===== src/rtl/traffic_light_monitor.sv =====
// Traffic light monitor: watches the light/countdown pair coming from a
// signal controller, grants pedestrian walk during long enough red phases,
// drives a two-digit BCD countdown display and latches the first fault seen
// (bad light encoding, illegal sequence, broken countdown or stuck inputs).
module traffic_light_monitor #(
  parameter int WDOG_CYCLES = 100000000,
  parameter int WALK_MIN    = 3
) (
  input  logic       strt_clk,
  input  logic       reset,
  input  logic [2:0] light,
  input  logic [4:0] remaining_time,
  output logic       walk,
  output logic [3:0] bcd_tens,
  output logic [3:0] bcd_ones,
  output logic       fault,
  output logic [2:0] fault_code,
  output logic [7:0] cycle_count
);

  localparam int              WDOG_W    = $clog2(WDOG_CYCLES + 1);
  localparam logic [WDOG_W-1:0] WDOG_LAST = WDOG_W'(WDOG_CYCLES - 1);
  localparam logic [4:0]      WALK_MIN_T = 5'(WALK_MIN);

  localparam logic [2:0] LIGHT_RED = 3'b001;
  localparam logic [2:0] LIGHT_YEL = 3'b010;
  localparam logic [2:0] LIGHT_GRN = 3'b100;

  localparam logic [2:0] CODE_ENC  = 3'b001;
  localparam logic [2:0] CODE_SEQ  = 3'b010;
  localparam logic [2:0] CODE_CNT  = 3'b011;
  localparam logic [2:0] CODE_WDOG = 3'b100;

  typedef enum logic [1:0] {
    INIT  = 2'd0,
    TRACK = 2'd1,
    FAULT = 2'd2
  } state_t;

  state_t state_q, state_d;

  logic [2:0]        prev_light_q, prev_light_d;
  logic [4:0]        prev_time_q, prev_time_d;
  logic [WDOG_W-1:0] wdog_q, wdog_d;
  logic              walk_q, walk_d;
  logic              fault_q, fault_d;
  logic [2:0]        fault_code_q, fault_code_d;
  logic [7:0]        cycle_count_q, cycle_count_d;
  logic [3:0]        bcd_tens_q, bcd_tens_d;
  logic [3:0]        bcd_ones_q, bcd_ones_d;

  logic input_event;
  logic light_chg;
  logic err_enc;
  logic err_seq;
  logic err_cnt;
  logic err_wdog;
  logic red_to_green;

  // Exactly one lamp lit.
  function automatic logic is_onehot(input logic [2:0] l);
    return (l == LIGHT_RED) || (l == LIGHT_YEL) || (l == LIGHT_GRN);
  endfunction

  // The only allowed phase order is green -> yellow -> red -> green.
  function automatic logic legal_step(input logic [2:0] from_l, input logic [2:0] to_l);
    return ((from_l == LIGHT_GRN) && (to_l == LIGHT_YEL)) ||
           ((from_l == LIGHT_YEL) && (to_l == LIGHT_RED)) ||
           ((from_l == LIGHT_RED) && (to_l == LIGHT_GRN));
  endfunction

  // Binary (0..31) to two BCD digits, packed {tens, ones}.
  function automatic logic [7:0] to_bcd(input logic [4:0] t);
    logic [3:0] tens;
    logic [4:0] rem;
    if (t >= 5'd30) begin
      tens = 4'd3;
      rem  = t - 5'd30;
    end else if (t >= 5'd20) begin
      tens = 4'd2;
      rem  = t - 5'd20;
    end else if (t >= 5'd10) begin
      tens = 4'd1;
      rem  = t - 5'd10;
    end else begin
      tens = 4'd0;
      rem  = t;
    end
    return {tens, rem[3:0]};
  endfunction

  // Increment that sticks at all-ones instead of wrapping.
  function automatic logic [WDOG_W-1:0] sat_inc(input logic [WDOG_W-1:0] v);
    return (v == '1) ? v : v + 1'b1;
  endfunction

  // Fault detectors comparing the current inputs against last cycle's.
  always_comb begin
    light_chg   = (light != prev_light_q);
    input_event = light_chg || (remaining_time != prev_time_q);
    err_enc     = !is_onehot(light);
    err_seq     = light_chg &&
                  !(legal_step(prev_light_q, light) && (prev_time_q <= 5'd1));
    // A countdown step from zero is never legal; otherwise only t-1 is.
    err_cnt     = !light_chg && (remaining_time != prev_time_q) &&
                  ((prev_time_q == 5'd0) || (remaining_time != prev_time_q - 5'd1));
    err_wdog    = !input_event && (wdog_q >= WDOG_LAST);
  end

  // State register.
  always_ff @(posedge strt_clk) begin
    if (reset) begin
      state_q <= INIT;
    end else begin
      state_q <= state_d;
    end
  end

  // Next state and fault code latch; earlier checks win when several fire.
  always_comb begin
    state_d      = state_q;
    fault_code_d = fault_code_q;
    case (state_q)
      INIT: begin
        if (is_onehot(light)) begin
          state_d = TRACK;
        end
      end
      TRACK: begin
        if (err_enc) begin
          state_d      = FAULT;
          fault_code_d = CODE_ENC;
        end else if (err_seq) begin
          state_d      = FAULT;
          fault_code_d = CODE_SEQ;
        end else if (err_cnt) begin
          state_d      = FAULT;
          fault_code_d = CODE_CNT;
        end else if (err_wdog) begin
          state_d      = FAULT;
          fault_code_d = CODE_WDOG;
        end
      end
      FAULT: begin
        state_d = FAULT;
      end
      default: begin
        state_d = INIT;
      end
    endcase
  end

  // Datapath next values; walk and the display key off the next state so
  // they blank in the same cycle the fault is taken.
  always_comb begin
    prev_light_d  = light;
    prev_time_d   = remaining_time;
    wdog_d        = ((state_q != TRACK) || input_event) ? '0 : sat_inc(wdog_q);
    red_to_green  = (state_q == TRACK) && (state_d == TRACK) &&
                    (prev_light_q == LIGHT_RED) && (light == LIGHT_GRN);
    cycle_count_d = red_to_green ? cycle_count_q + 8'd1 : cycle_count_q;
    walk_d        = (state_d == TRACK) && (light == LIGHT_RED) &&
                    (remaining_time >= WALK_MIN_T);
    fault_d       = (state_d == FAULT);
    if (state_d == FAULT) begin
      {bcd_tens_d, bcd_ones_d} = 8'hFF;
    end else begin
      {bcd_tens_d, bcd_ones_d} = to_bcd(remaining_time);
    end
  end

  // Datapath registers.
  always_ff @(posedge strt_clk) begin
    if (reset) begin
      prev_light_q  <= '0;
      prev_time_q   <= '0;
      wdog_q        <= '0;
      walk_q        <= 1'b0;
      fault_q       <= 1'b0;
      fault_code_q  <= '0;
      cycle_count_q <= '0;
      bcd_tens_q    <= '0;
      bcd_ones_q    <= '0;
    end else begin
      prev_light_q  <= prev_light_d;
      prev_time_q   <= prev_time_d;
      wdog_q        <= wdog_d;
      walk_q        <= walk_d;
      fault_q       <= fault_d;
      fault_code_q  <= fault_code_d;
      cycle_count_q <= cycle_count_d;
      bcd_tens_q    <= bcd_tens_d;
      bcd_ones_q    <= bcd_ones_d;
    end
  end

  assign walk        = walk_q;
  assign fault       = fault_q;
  assign fault_code  = fault_code_q;
  assign cycle_count = cycle_count_q;
  assign bcd_tens    = bcd_tens_q;
  assign bcd_ones    = bcd_ones_q;

endmodule


===== config.mk =====
export PLATFORM = sky130hd
export DESIGN_NAME = traffic_light_monitor
export DESIGN_NICKNAME = d
export VERILOG_FILES = /design/src/rtl/traffic_light_monitor.sv
export SDC_FILE = /design/constraint.sdc
export NUM_CORES = 1
export LEC_CHECK = 0
export BUFFER_PORTS_ARGS = -buffer_cell sky130_fd_sc_hd__buf_4
export CAP_MARGIN = 20
export CORE_MARGIN = 2
export CORE_UTILIZATION = 53
export DETAILED_ROUTE_END_ITERATION = 10
export PLACE_DENSITY = 0.76
export SETUP_SLACK_MARGIN = 0.1
export SLEW_MARGIN = 10
export SYNTH_ARGS = -nofsm -noshare
export SYNTH_HDL_FRONTEND = slang
export SYNTH_SLANG_ARGS = --single-unit

===== constraint.sdc =====
create_clock -name strt_clk -period 2.1 [get_ports strt_clk]
set_clock_uncertainty 0.1 [all_clocks]
set_input_delay 0 -clock strt_clk [delete_from_list [all_inputs] [get_ports strt_clk]]
set_output_delay 0 -clock strt_clk [all_outputs]
set_load 0.05 [all_outputs]

After elaboration in Yosys (flattened, before gate mapping)
Cells that the tools add are included.
{ "totals": {"ff_bits": 58, "output_inout_bits": 21, "word_cells": 83, "inputBits": 10} }
{ "classes": {"n_eq_ne": 16, "n_lt_le_gt_ge": 6, "n_reduce_logical": 27, "muxes": 18, "add_sub_neg": 6} }
{ "ops": {"columns": ["operator", "n"], "rows": [
  ["adder 27 x 1 -> 27 bit, second input constant", 1],
  ["equality test 27 bit, second input constant", 1],
  ["greater-or-equal comparator 27 bit, second input constant", 1],
  ["2-to-1 mux 4 bit", 5],
  ["2-to-1 mux 2 bit", 7],
  ["logical AND 1 bit", 13],
  ["2-to-1 mux 3 bit", 4],
  ["greater-or-equal comparator 5 bit, second input constant", 2],
  ["!= test 5 bit", 2],
  ["adder 8 x 1 -> 8 bit, second input constant", 1],
  ["subtractor 4 bit, second input constant", 2],
  ["logical OR 1 bit", 7],
  ["equality test 3 x 1 -> 1 bit, second input constant", 2],
  ["equality test 3 x 2 -> 1 bit, second input constant", 2],
  ["equality test 3 bit, second input constant", 2],
  ["case mux 2 bit (3 select lines)", 1],
  ["greater-or-equal comparator 5 x 2 -> 1 bit, second input constant", 1],
  ["greater-or-equal comparator 5 x 4 -> 1 bit, second input constant", 1],
  ["less-or-equal comparator 5 x 1 -> 1 bit, second input constant", 1],
  ["logical NOT 5 bit", 1],
  ["subtractor 5 x 1 -> 5 bit, second input constant", 1],
  ["equality test 2 x 1 -> 1 bit, second input constant", 2],
  ["equality test 2 bit, second input constant", 2],
  ["!= test 4 bit, second input constant", 1],
  ["8 further kinds", 10]
]} }

Longest topological paths before layout
{ "logic_depth": {"word_depth": 14, "depth_mapped": 9, "ltp_nobuf": 8} }

Least setup slack after synthesis
OpenSTA, ideal clock, no wires.
{ "synth_timing": {"path_kind": "register to register", "start": "reg prev_time_q[0]", "end": "reg cycle_count_q[5] (netlist: cycle_count[5])", "required_ns": 1.879, "setup_slack_ns": -0.115, "path_buffers": 1, "arrival_time_ns": 1.995, "path_stages_with_launch": 9, "setup_time_ns": 0.121, "cell_sequence": "dfxtp_1 > inv_1 > ha_1 > xnor2_1 > nor3_1 > a31oi_2 > buf_2 > nor4b_1 > mux2_2"} }
{ "synth_via": {"elab_chain_cells": 13, "word_cells_on_any_way": 23, "classes_between": "1 x add/sub; 1 x order compare; 3 x eq/ne; 5 x mux; 13 x reduce/logical"} }
{ "synth_rtl": {"columns": ["element", "line", "source"], "rows": [
  ["from (decl)", "43", "logic [4:0] prev_time_q, prev_time_d;"],
  ["from (signal assigned)", "186", "prev_time_q <= prev_time_d;"],
  ["parallel branches: the longest is 6 deep, another holds subtractor 5 x 1 -> 5 bit", null, null],
  ["2-to-1 mux 2 bit (*)", "133", "end else if (err_seq) begin"],
  ["2-to-1 mux 2 bit (*)", "130", "if (err_enc) begin"],
  ["case mux 2 bit (3 select lines) (*)", "123", "case (state_q)"],
  ["equality test 2 x 1 -> 1 bit (*)", "159", "red_to_green = (state_q == TRACK) && (state_d == TRACK) &&"],
  ["logical AND 1 bit (*) (2 in series)", "159", null],
  ["logical AND 1 bit (*)", "160", "(prev_light_q == LIGHT_RED) && (light == LIGHT_GRN);"],
  ["to (signal assigned)", "191", "cycle_count_q <= cycle_count_d;"],
  ["to (decl)", "48", "logic [7:0] cycle_count_q, cycle_count_d;"]
]} }
Every way passes the cells marked *.
A chain may end at the register's enable or synchronous reset.

Final worst setup path
{ "layout_timing": {"start": "reg prev_time_q[0]", "end": "reg cycle_count_q[2] (netlist: cycle_count[2])"} }
Same word-level chain as after synthesis.

==> out/metrics.csv <==
metric,value,unit
worst skew pair latency,0.32,ns
post-route minimum period,2.22,ns
number of remaining DRC errors,0,
Die W,80.2,um
post-synthesis compound-gate area fraction,0.143,
Die Y,80.2,um
critical path class,reg -> reg,
Rows,27,
Initial DRC Count,146,
worst-path cell chain,inv_4 -> ha_4 -> xnor2_2 -> nor3_2 -> buf_4 -> a31oi_4 -> or4_1 -> a21oi_1,
post-synthesis cell count,362,
Leakage,1.68,nW
Clock Path Buffers,2,
max-cap violation count,0,
post-route ant nets,0,
CTS tree,done,
critical path capture point type,register,
setup violators final,19,
"Seq/Total Area, Yosys",0.364,
Hold WC Path Type,in -> reg,
htree depth,2,
Root Driver,clkbuf_8,
"Primary FF master, synth",dfxtp_1,
Syn Area/Cell,8.50,um^2
clock power share,0.275,
initial antenna violation count,0,
Synth top area share,0.364,
dpl ws,-0.135,ns
Placer Congestion,0.841,
Worst Path Buf+Inv,2,
Yosys reg bits,56,
sw frac,0.301,
Die ar.,6430,um^2
Post-Synth Simple-Gate Area,0.295,
Reg power frac,0.517,
placed cell area,3690,um^2
Post-synth EDFFs,0,
Post-Syn Nets,382,
"Cell Area, Synth",3080,um^2
Inst Count DP,491,
Adder-Cell Fraction of Synth Area,0.0407,
Pwr per Cell Area,495,nW/um^2
Top Ports,31,
Internal,1.50,mW
Post-DP HPWL,4840,um
failing checks,negative setup slack,
largest net degree at the start of global routing,39,
Area Growth Syn to Fin,40.6,%
gr ovfl total,0,
post-DR wirelength/cell,16.2,um
Fmax,0.451,GHz
via count,3045,
XOR/XNOR Fraction of Synth Area,0.0911,
GR Util All Layers,0.251,
layout cells sized above 1,0.354,
"Period Utilization, post-route",1.06,
ANT cells,0,
Netlist cell types,55,
mux share of post-synthesis cell area,0.0317,
ys async rst share,0,
vias per inst,5.78,
Comb power frac,0.208,
largest family of logic cells by synthesized area,simple AND/OR/NAND/NOR gates,
Worst path max stage delay,0.50,ns
slowest stage cell on the critical path,or4_1,
Final Instance Area,4330,um^2
Nets,475,
Finished Layout Cells,527,
Max VDD drop,0.000344,V
Slew @ Worst Pin,0.560,ns
port buffer count,30,
Final WS setup,-0.119,ns
RSZ-0062 raised after global routing,yes,
critical path's top delay family,simple AND/OR/NAND/NOR gates,
count of pins over their slew limit,0,
Initial Util,0.552,
number of global-route vias before repair,2930,
drt pass-1 iters,4,
NetSw,643,uW
CTS sink cnt,56,
Worst Path Max Fanout,4,
clock slew at reported path FFs,0.10,ns
Slew headroom,0.626,
WL final,8540,um
"top cells by area, synth","dfxtp_1 36%, nor2_1 5.9%, xnor2_1 4.6%, xor2_1 4.6%, ha_1 4.1%",
CP startpoint kind,register,
Num CTS Buffers,5,
Core ar.,5570,um^2
global-route wire length before repair,12800,um
Synth Warn #,0,
status,"complete, but fails checks",
worst-case hold slack,0.0965,ns
Power Total,2.14,mW
post-synth top area cell,dfxtp_1,
critical path required time,2.25,ns
crit path DAT,2.37,ns
final hold violation count,0,
==> worst reg2reg max path: stages (launching register included) <==
cell     delay [ns]
dfxtp_4        0.42
inv_4          0.05
ha_4           0.22
xnor2_2        0.14
nor3_2         0.27
buf_4          0.18
a31oi_4        0.13
or4_1          0.50
a21oi_1        0.15
==> through the flow <==
stage / utilization / setup TNS (ns)
floorplan: - / 0
global placement: 0.662 / -0.0675
detailed placement: 0.662 / -0.592
CTS: 0.742 / -0.0372
global route: 0.776 / -2.79
finish: 0.776 / -1.42
==> cells by family after synthesis <==
family / count (synthesis)
DFF: 56
adders and majority gates: 10
buffers and inverters: 25
and+or+nand+nor: 171
AOI/OAI and AO/OA: 59
xor gates and xnor gates: 32
muxes: 9
==> routing by layer <==
metal,up-vias,GRT usage,part of all wire
met5,-,0,0
met4,0,0.0983,0.026
met3,22,0.0506,0.034
met2,92,0.470,0.54
met1,1461,0.275,0.40
li1,1470,-,-
==> power groups by stage <==
stage               clock (mW)  combinational (mW)  sequential (mW)
global placement             0               0.339             1.13
detailed placement           0               0.346             1.14
floorplan                    0               0.173             1.20
CTS                      0.600               0.389             1.11
global route             0.636               0.469             1.11
finish                   0.587               0.445             1.11
==> cell usage after synthesis, types with 2 or more instances <==
cell type	instances
a21o_1	2
a21oi_1	16
a31oi_1	10
a31oi_2	2
and3_1	7
and4_1	4
buf_1	3
buf_2	2
buf_4	2
clkbuf_1	7
dfxtp_1	56
ha_1	10
inv_1	11
mux2_1	4
mux2_2	2
mux2i_1	3
nand2_1	23
nand2b_1	6
nand3_1	17
nand3b_1	3
nand4_1	11
nor2_1	48
nor2b_1	16
nor3_1	14
nor3b_1	2
nor4_1	2
nor4b_1	2
o2111ai_1	3
o21ai_0	8
o21bai_1	5
or3_1	5
or4_1	3
xnor2_1	16
xor2_1	16
==> cell type report <==
cell class	instances	area [um^2]
Clock buffer	6	72.6
Clock inverter	1	5.00
Fill cell	351	1250
Inverter	11	43.8
Multi-Input combinational cell	282	2140
Sequential cell	56	1160
Tap cell	72	90.1
Timing Repair Buffer	99	808
==> cell usage in the layout (no fill, tap or decap), types with 7 or more instances in the layout <==
cell type       n
a21oi_1        13
a31oi_1         9
and3_1          7
buf_4          77
buf_6           8
dfxtp_1        35
dfxtp_2        15
dlygate4sd3_1  14
ha_1            7
inv_1           9
nand2_1        21
nand3_1        11
nand4_1        11
nor2_1         47
nor2b_1        16
nor3_1         10
o21ai_0         7
xnor2_1        14
xor2_1         16
==> state kept, by name (all words and copies together), names as in the netlist <==
register,count
prev_light_q,3
fault_code,3
walk,1
cycle_count,8
bcd_ones,4
bcd_tens,3
state_q,2
wdog_q,27
prev_time_q,5
==> final timing paths <==
| kind | start | to | slack, ns | cells past startpoint |
|---|---|---|---|---|
| setup reg to reg | prev_time_q[0] | cycle_count[2] | -0.12 | 8 |
| hold reg to reg | state_q[0] | walk | 0.41 | 1 |
| setup / recovery | prev_time_q[0] | cycle_count[2] | -0.12 | 8 |
| hold / removal | light[1] | walk | 0.1 | 5 |
==> what timing repair did <==
| item | in CTS | in global routing |
|---|---|---|
| endpoints found under the hold margin | 13 | 0 |
| endpoints found under the setup margin | 30 | 41 |
| pin swaps | 23 | 19 |
| resized for setup | 43 | 34 |
| setup buffers | 9 | 5 |
| hold buffers | 14 | 0 |
| cloned | 0 | 1 |
Note: power is estimated with default switching activity, not from simulation.
